File: config.mk
export PLATFORM = sky130hd
export DESIGN_NAME = instr_encoder
export DESIGN_NICKNAME = d
export VERILOG_FILES = /design/src/rtl/instr_encoder.sv
export SDC_FILE = /design/constraint.sdc
export NUM_CORES = 1
export LEC_CHECK = 0
export BUFFER_PORTS_ARGS = -buffer_cell sky130_fd_sc_hd__buf_2
export CORE_MARGIN = 2
export CORE_UTILIZATION = 58
export DETAILED_ROUTE_END_ITERATION = 6
export PLACE_DENSITY = 0.81
export SLEW_MARGIN = 20
export SYNTH_ARGS = -nofsm -noshare
export SYNTH_HDL_FRONTEND = slang
export SYNTH_SLANG_ARGS = --single-unit
File: constraint.sdc
create_clock -name clk -period 3.15 [get_ports clk]
set_input_delay 0.315 -clock clk [delete_from_list [all_inputs] [get_ports clk]]
set_output_delay 0.315 -clock clk [all_outputs]
set_load 0.01 [all_outputs]
File: src/rtl/instr_encoder.sv
// Encodes ADD/SUB/NOP requests into 16-bit words and issues them through a DEPTH-entry FIFO.
// Optional feature: define INSTR_ENC_RDZERO_NOP_EN to encode ADD/SUB with rd=0 as a NOP.
module instr_encoder #(
  parameter int DEPTH = 4
) (
  input  logic        clk,
  input  logic        rst_n,
  input  logic        in_valid,
  output logic        in_ready,
  input  logic [1:0]  in_kind,
  input  logic [3:0]  rd,
  input  logic [3:0]  rs1,
  input  logic [3:0]  rs2,
  output logic        out_valid,
  input  logic        out_ready,
  output logic [15:0] instr,
  output logic        illegal,
  output logic [7:0]  issued_count
);

  localparam int AW = (DEPTH > 1) ? $clog2(DEPTH) : 1;
  localparam logic [AW:0]  FULL_COUNT = (AW+1)'(DEPTH);
  localparam logic [15:0]  NOP_WORD   = 16'hF000;

  typedef enum logic [1:0] {
    KIND_ADD = 2'd0,
    KIND_SUB = 2'd1,
    KIND_NOP = 2'd2,
    KIND_ILL = 2'd3
  } kind_e;

  logic [15:0]   mem_q [DEPTH];
  logic [AW-1:0] wr_ptr_q, wr_ptr_d;
  logic [AW-1:0] rd_ptr_q, rd_ptr_d;
  logic [AW:0]   count_q, count_d;
  logic          illegal_q, illegal_d;
  logic [7:0]    issued_q, issued_d;

  kind_e       kind;
  logic [15:0] enc_word;
  logic        accept;
  logic        push;
  logic        pop;

  assign kind = kind_e'(in_kind);

  always_comb begin
    enc_word = NOP_WORD;
    case (kind)
      KIND_ADD: enc_word = {4'b0000, rd, rs1, rs2};
      KIND_SUB: enc_word = {4'b0001, rd, rs1, rs2};
      default:  enc_word = NOP_WORD;
    endcase
`ifdef INSTR_ENC_RDZERO_NOP_EN
    if ((kind == KIND_ADD || kind == KIND_SUB) && rd == 4'd0) begin
      enc_word = NOP_WORD;
    end
`endif
  end

  // Illegal kinds complete the handshake but never occupy a queue slot.
  assign in_ready  = (count_q != FULL_COUNT);
  assign out_valid = (count_q != '0);
  assign accept    = in_valid && in_ready;
  assign push      = accept && (kind != KIND_ILL);
  assign pop       = out_valid && out_ready;

  assign instr        = out_valid ? mem_q[rd_ptr_q] : NOP_WORD;
  assign illegal      = illegal_q;
  assign issued_count = issued_q;

  always_comb begin
    wr_ptr_d  = push ? wr_ptr_q + AW'(1) : wr_ptr_q;
    rd_ptr_d  = pop  ? rd_ptr_q + AW'(1) : rd_ptr_q;
    issued_d  = pop  ? issued_q + 8'd1   : issued_q;
    illegal_d = illegal_q | (accept && kind == KIND_ILL);
    count_d   = count_q;
    if (push && !pop) begin
      count_d = count_q + (AW+1)'(1);
    end else if (!push && pop) begin
      count_d = count_q - (AW+1)'(1);
    end
  end

  always_ff @(posedge clk or negedge rst_n) begin
    if (!rst_n) begin
      for (int i = 0; i < DEPTH; i++) begin
        mem_q[i] <= NOP_WORD;
      end
      wr_ptr_q  <= '0;
      rd_ptr_q  <= '0;
      count_q   <= '0;
      illegal_q <= 1'b0;
      issued_q  <= 8'd0;
    end else begin
      if (push) begin
        mem_q[wr_ptr_q] <= enc_word;
      end
      wr_ptr_q  <= wr_ptr_d;
      rd_ptr_q  <= rd_ptr_d;
      count_q   <= count_d;
      illegal_q <= illegal_d;
      issued_q  <= issued_d;
    end
  end

endmodule

==> impl_metrics.py, run 1 <==
metrics = {
    "status": {
        "outcome": "completed",
    },
    "yosys": {
        "yosysSeqAreaShare_pct": 49.3,
        "synth_cells": 233,
        "syn_area_mm2": 0.00368,
        "synth_compound_area_share_pct": 0.477,
        "ys_types": 30,
        "synth_largest_area_cell": "dfrtp_1",
        "syn_avg_cell_area_um2": 15.8,
        "synth_nets": 258,
        "synth_xor_xnor_area_share_pct": 3.10,
        "synth_top_area_share_pct": 43.6,
        "synth_top_family_by_area": "multiplexers",
        "yosysWarnings": 0,
        "synthSimpleGateAreaFrac_pct": 9.53,
        "synth-adder-area-share_pct": 2.59,
        "ys_ff_latch": 72,
        "synth_mux_area_share_pct": 30.7,
        "synth_area_leaders": "dfrtp_1, mux2_4, mux4_2, mux2_2, dfstp_2",
    },
    "drt": {
        "drc": 0,
        "firstDrtPassIters": 4,
        "ant_nets": 0,
        "num_vias": 1993,
        "drt_wl_total_mm": 6.57,
        "via_per_inst": 5.55,
        "drt-wirelength-per-cell_um": 18.3,
        "drt_iter0_markers": 96,
    },
    "clock_network": {
        "h-tree-depth": 3,
        "cts_hold_buffers": 0,
        "post_cts_buffers": 0,
        "clkLatencyLatePin_ns": 0.34,
        "cts-resized-gates": 0,
        "clock_sinks": 72,
        "cts_root_buf": "clkbuf_8",
        "cts_buffers": 9,
        "clk_pin_slew_ns": 0.08,
        "clock_path_buffers": 2,
        "cts_tree": "built",
    },
    "floorplanning": {
        "chipWidth_um": 83.6,
        "initial_core_util_pct": 58.9,
        "ios": 45,
        "die_h_um": 83.6,
        "rows": 29,
        "core-area_mm2": 0.00624,
        "dieArea_mm2": 0.00699,
    },
    "worst_hold_path": {
        "min_path_type": "in -> async",
    },
    "worst_setup_path": {
        "crit_path_start_kind": "flop",
        "arrival_ns": 2.63,
        "r2r_cells": 7,
        "crit_family": "simple AND/OR/NAND/NOR gates",
        "r2r_slack_ns": 0.74,
        "crit_type": "reg -> reg",
        "reg2reg_from": "count_q[0]",
        "cp_slowest_stage_delay_ns": 0.60,
        "path_buf_inv": 2,
        "cp_slowest_cell": "or3b_1",
        "crit_top_cell": "inv_1",
        "crit_fanout": 7,
        "path_cells": "or3b_1 -> nand3_1 -> inv_1 -> ha_1 -> inv_1 -> fa_1 -> mux2_2",
        "rr_endpoint": "count_q[1]",
        "crit_required_ns": 3.37,
        "end_kind": "flop",
    },
    "grt": {
        "grt_pass1_vias": 2186,
        "grt_max_degree": 40,
        "track_usage_pct": 20.6,
        "grt_pass1_wl_mm": 11.2,
        "antenna_found_initial": 0,
        "grt-ovfl-total": 0,
    },
    "timing": {
        "maxSlewHeadroom_pct": 48.2,
        "rsz0062_at_grt": "false",
        "skew_ns": 0.00967,
        "worst_slew_pin_slew_ns": 0.777,
        "setup_ws_ns": 0.741,
        "hold_violations": 0,
        "fmax_mhz": 415,
        "finalMaxSlewViolations": 0,
        "setup_viol": 0,
        "finalCritPeriodShare_pct": 76.5,
        "finalSetupTns_ns": 0,
        "layout_min_cycle_time_ns": 2.41,
    },
    "placement": {
        "io_buffers": 44,
        "dp_hpwl_mm": 4.33,
        "routabilityCongestion": 0.738,
        "post-place-ws_ns": 0.743,
    },
    "layout": {
        "area_growth_pct": 11.5,
        "mostFrequentLayoutCells": "dfrtp_1, buf_2, mux2_4",
        "fillers": 464,
        "drive_gt1_share_pct": 53.5,
        "final_common_cell": "dfrtp_1",
        "antenna_cells": 0,
        "finalNetCount": 303,
    },
    "flow_run": {
        "drv_cap": 0,
    },
    "power": {
        "power_leakage_nw": 2.00,
        "cellPowerDensity_mw_per_mm2": 1040,
        "vdd.ir_drop.worst_v": 0.000503,
    },
}
==> where the power goes <==
| part | leakage (nW) | switching [mW] | internal [mW] | total, mW |
|---|---|---|---|---|
| Combinational | 1.00 | 0.692 | 1.09 | 1.79 |
| Sequential | 0.895 | 0.347 | 1.37 | 1.72 |
| Clock | 0.102 | 0.320 | 0.427 | 0.747 |
==> final cells by class <==
class | count | area (um2) | share of cell area (%)
clock buffer | 13 | 169 | 4.12
clock inverter | 2 | 37.5 | 0.916
inverter | 6 | 22.5 | 0.549
multi-input combinational | 142 | 1710 | 41.6
sequential | 72 | 1810 | 44.2
tap | 77 | 96.3 | 2.35
timing repair buffer | 47 | 255 | 6.23
==> synth_stat cells <==
| master | instances |
|---|---|
| buf_6 | 1 |
| buf_2 | 2 |
| nand2_1 | 3 |
| xnor2_1 | 8 |
| clkbuf_1 | 3 |
| o21bai_1 | 1 |
| and2_1 | 12 |
| mux2_4 | 40 |
| xor2_1 | 5 |
| mux2_2 | 19 |
| inv_1 | 6 |
| nand4_4 | 4 |
| dfstp_2 | 8 |
| nor2_1 | 1 |
| mux4_2 | 14 |
| ha_1 | 6 |
| fa_1 | 1 |
| nand4_1 | 5 |
| nand3_1 | 2 |
| or3b_1 | 1 |
| nor3_1 | 1 |
| buf_4 | 3 |
| o31a_2 | 1 |
| nor2b_1 | 12 |
| or2_2 | 3 |
| buf_12 | 4 |
| nor4b_1 | 1 |
| and3_1 | 1 |
| dfrtp_1 | 64 |
| nand2_4 | 1 |
==> worst reg2reg max path, cell delays in order (launching register included) <==
cell and delay (ns):
dfrtp_1 0.44, or3b_1 0.60, nand3_1 0.24, inv_1 0.07, ha_1 0.22, inv_1 0.07, fa_1 0.40, mux2_2 0.26
==> worst max path at each step <==
stage	depth (start not counted)	to	slack, ns	startpoint
2_1_floorplan	8	count_q[1]	0.95	count_q[0]
3_3_place_gp	7	count_q[1]	0.79	count_q[0]
3_5_place_dp	7	count_q[1]	0.74	count_q[0]
4_1_cts	4	instr[10]	0.71	rd_ptr_q[0]
5_1_grt	9	count_q[2]	0.55	count_q[0]
6_report	7	count_q[1]	0.74	count_q[0]
==> routing by layer <==
metal  wire length (um)  share of wire [%]  track usage, %
met2               3030                 46            30.7
met4                101                1.5            8.21
met1               3160                 48            30.3
met3                281                4.3            3.56
met5                  0                  0               0
==> state kept, by name (all words and copies together) (netlist names) <==
register      cells
mem_q            56
count_q           3
wr_ptr_q          2
rd_ptr_q          2
illegal           1
issued_count      8
==> cell families (layout without fill, tap and decap cells) <==
| logic type | after synthesis | in the layout |
|---|---|---|
| AOI/OAI and AO/OA | 2 | 2 |
| xor gates and xnor gates | 13 | 13 |
| adders and majority gates | 7 | 7 |
| buffers and inverters | 19 | 68 |
| DFF | 72 | 72 |
| muxes | 73 | 73 |
| and+or+nand+nor | 47 | 47 |
==> per-stage QoR <==
step / area, um2 / hold slack, ns / util, % / power [mW] / std cells
after global placement: 3890 / 0.430 / 62.4 / 3.45 / 344
after detailed placement: 3890 / 0.437 / 62.4 / 3.53 / 344
final: 4100 / 0.0480 / 65.7 / 4.25 / 359
after floorplan: 3680 / 0.0194 / - / 3.10 / 233
after CTS: 4100 / 0.0614 / 65.7 / 4.29 / 359
after global routing: 4100 / 0.0865 / 65.7 / 4.52 / 359
(Power assumes the default switching activity.)
==> run 2, diff against run 1 <==
CORE_UTILIZATION = 52   (was 58)
PLACE_DENSITY = 0.76   (was 0.81)
clock period = 2.2 ns   (was 3.15 ns; I/O delays follow)
==> impl_metrics.py, run 2 (synthesized netlist as in run 1, its figures left out) <==
metrics = {
    "worst_setup_path": {
        "crit_top_cell": "inv_1",
        "startpoint": "count_q[1]",
        "cp_slowest_stage_delay_ns": 0.44,
        "cp_slowest_cell": "dfrtp_2",
        "crit_path_start_kind": "flop",
        "crit_type": "reg -> reg",
        "path_cells": "or3b_1 -> nand3_2 -> inv_1 -> ha_1 -> inv_1 -> fa_1 -> mux2_2",
        "end_kind": "flop",
        "reg2reg_from": "count_q[1]",
        "crit_fanout": 5,
        "arrival_ns": 2.34,
        "crit_required_ns": 2.43,
    },
    "grt": {
        "grt_max_degree": 73,
        "antenna_found_initial": 0,
        "grt_pass1_wl_mm": 10.7,
        "grt_pass1_vias": 2172,
        "track_usage_pct": 18.6,
        "grt-ovfl-total": 0,
    },
    "layout": {
        "top_register": "mem_q",
        "antenna_cells": 0,
        "drive_gt1_share_pct": 55.0,
        "multi_input_area_mm2": 0.00171,
        "fillers": 534,
        "regArea_mm2": 0.00181,
        "final_common_cell": "dfrtp_1",
        "largest_reg_flops": 56,
        "finalNetCount": 311,
        "mostFrequentLayoutCells": "dfrtp_1, buf_2, mux2_4",
        "area_growth_pct": 14.3,
    },
    "clock_network": {
        "clock_sinks": 72,
        "clk_pin_slew_ns": 0.07,
        "post_cts_buffers": 0,
        "cts_tree": "built",
        "clkLatencyLatePin_ns": 0.34,
        "cts_root_buf": "clkbuf_8",
        "h-tree-depth": 3,
        "clock_path_buffers": 2,
        "cts_buffers": 9,
    },
    "floorplanning": {
        "rows": 30,
        "core-area_mm2": 0.00683,
        "initial_core_util_pct": 53.8,
        "die_h_um": 88.1,
        "dieArea_mm2": 0.00776,
        "chipWidth_um": 88.1,
        "ios": 45,
    },
    "timing": {
        "rsz0062_at_grt": "false",
        "hold_violations": 0,
        "worst_slew_pin_slew_ns": 0.500,
        "finalMaxSlewViolations": 0,
        "finalCritPeriodShare_pct": 96.3,
        "setup_ws_ns": 0.0816,
        "finalSetupTns_ns": 0,
        "setup_viol": 0,
        "skew_ns": 0.00616,
        "maxSlewHeadroom_pct": 66.7,
        "fmax_mhz": 472,
        "layout_min_cycle_time_ns": 2.12,
    },
    "drt": {
        "ant_nets": 0,
        "drt_wl_total_mm": 6.48,
        "drt_iter0_markers": 67,
        "drt-wirelength-per-cell_um": 16.8,
        "drc": 0,
        "num_vias": 1980,
        "via_per_inst": 5.12,
        "firstDrtPassIters": 4,
    },
    "power": {
        "vdd.ir_drop.worst_v": 0.000509,
        "cellPowerDensity_mw_per_mm2": 1480,
        "power_leakage_nw": 2.04,
    },
    "worst_hold_path": {
        "min_path_type": "in -> reg",
        "hold_start": "in_valid",
    },
    "placement": {
        "routabilityCongestion": 0.710,
        "dp_hpwl_mm": 4.26,
        "post-place-ws_ns": 0.0589,
        "io_buffers": 44,
    },
    "flow_run": {
        "drv_cap": 0,
    },
    "status": {
        "outcome": "completed",
    },
}
-- run 2: cell type report --
type / instances / share of cell area [%]
sequential: 72 / 43.2
multi-input combinational: 142 / 40.8
timing repair buffer: 55 / 7.57
clock buffer: 13 / 3.54
tap: 96 / 2.86
clock inverter: 3 / 1.55
inverter: 6 / 0.536
-- run 2: where the power goes --
group          internal (mW)  switching, mW
Sequential              1.96          0.423
Combinational           1.63           1.06
Clock                  0.669          0.459
Total                   4.26           1.94
-- run 2: worst max-delay path: cells and delay by family, from the launching register on --
kind          cells  cell delay [ns]
simple gates      2             0.55
flops             1             0.44
mux               1             0.27
fa+ha+maj         2             0.63
buf+inv           2             0.13
-- run 2: per-stage QoR --
step	instances	utilization (%)	area, um2	power (mW)	hold WS [ns]
floorplan	233	-	3680	4.43	-0.0756
global placement	370	58.1	3970	5.02	0.279
detailed placement	370	58.1	3970	5.11	0.279
CTS	387	61.4	4190	6.25	0.239
global route	387	61.5	4200	6.59	0.262
finish	387	61.5	4200	6.20	0.251
-- run 2: timing repair --
item,CTS,global route
resized for setup,0,3
hold buffers,1,0
endpoints found under the hold margin,64,0
endpoints found under the setup margin,0,2
-- run 2: final timing paths --
path / to / slack [ns] / cells past startpoint
hold / removal: illegal / 0.25 / 3
min in group asynchronous: mem_q[10] / 0.44 / 3
hold reg to reg: issued_count[7] / 0.47 / 1
max in group asynchronous: mem_q[44] / 1.43 / 3
setup reg to reg: count_q[1] / 0.08 / 7
setup / recovery: count_q[1] / 0.08 / 7
-- run 2: per-layer routing --
metal  global-route usage (%)  vias up  share of wire [%]
li1                         -      929                  -
met1                     24.5     1003                 45
met2                     30.6       36                 49
met3                     3.02       12                3.3
met4                     8.26        0                2.1
met5                        0        -                  0
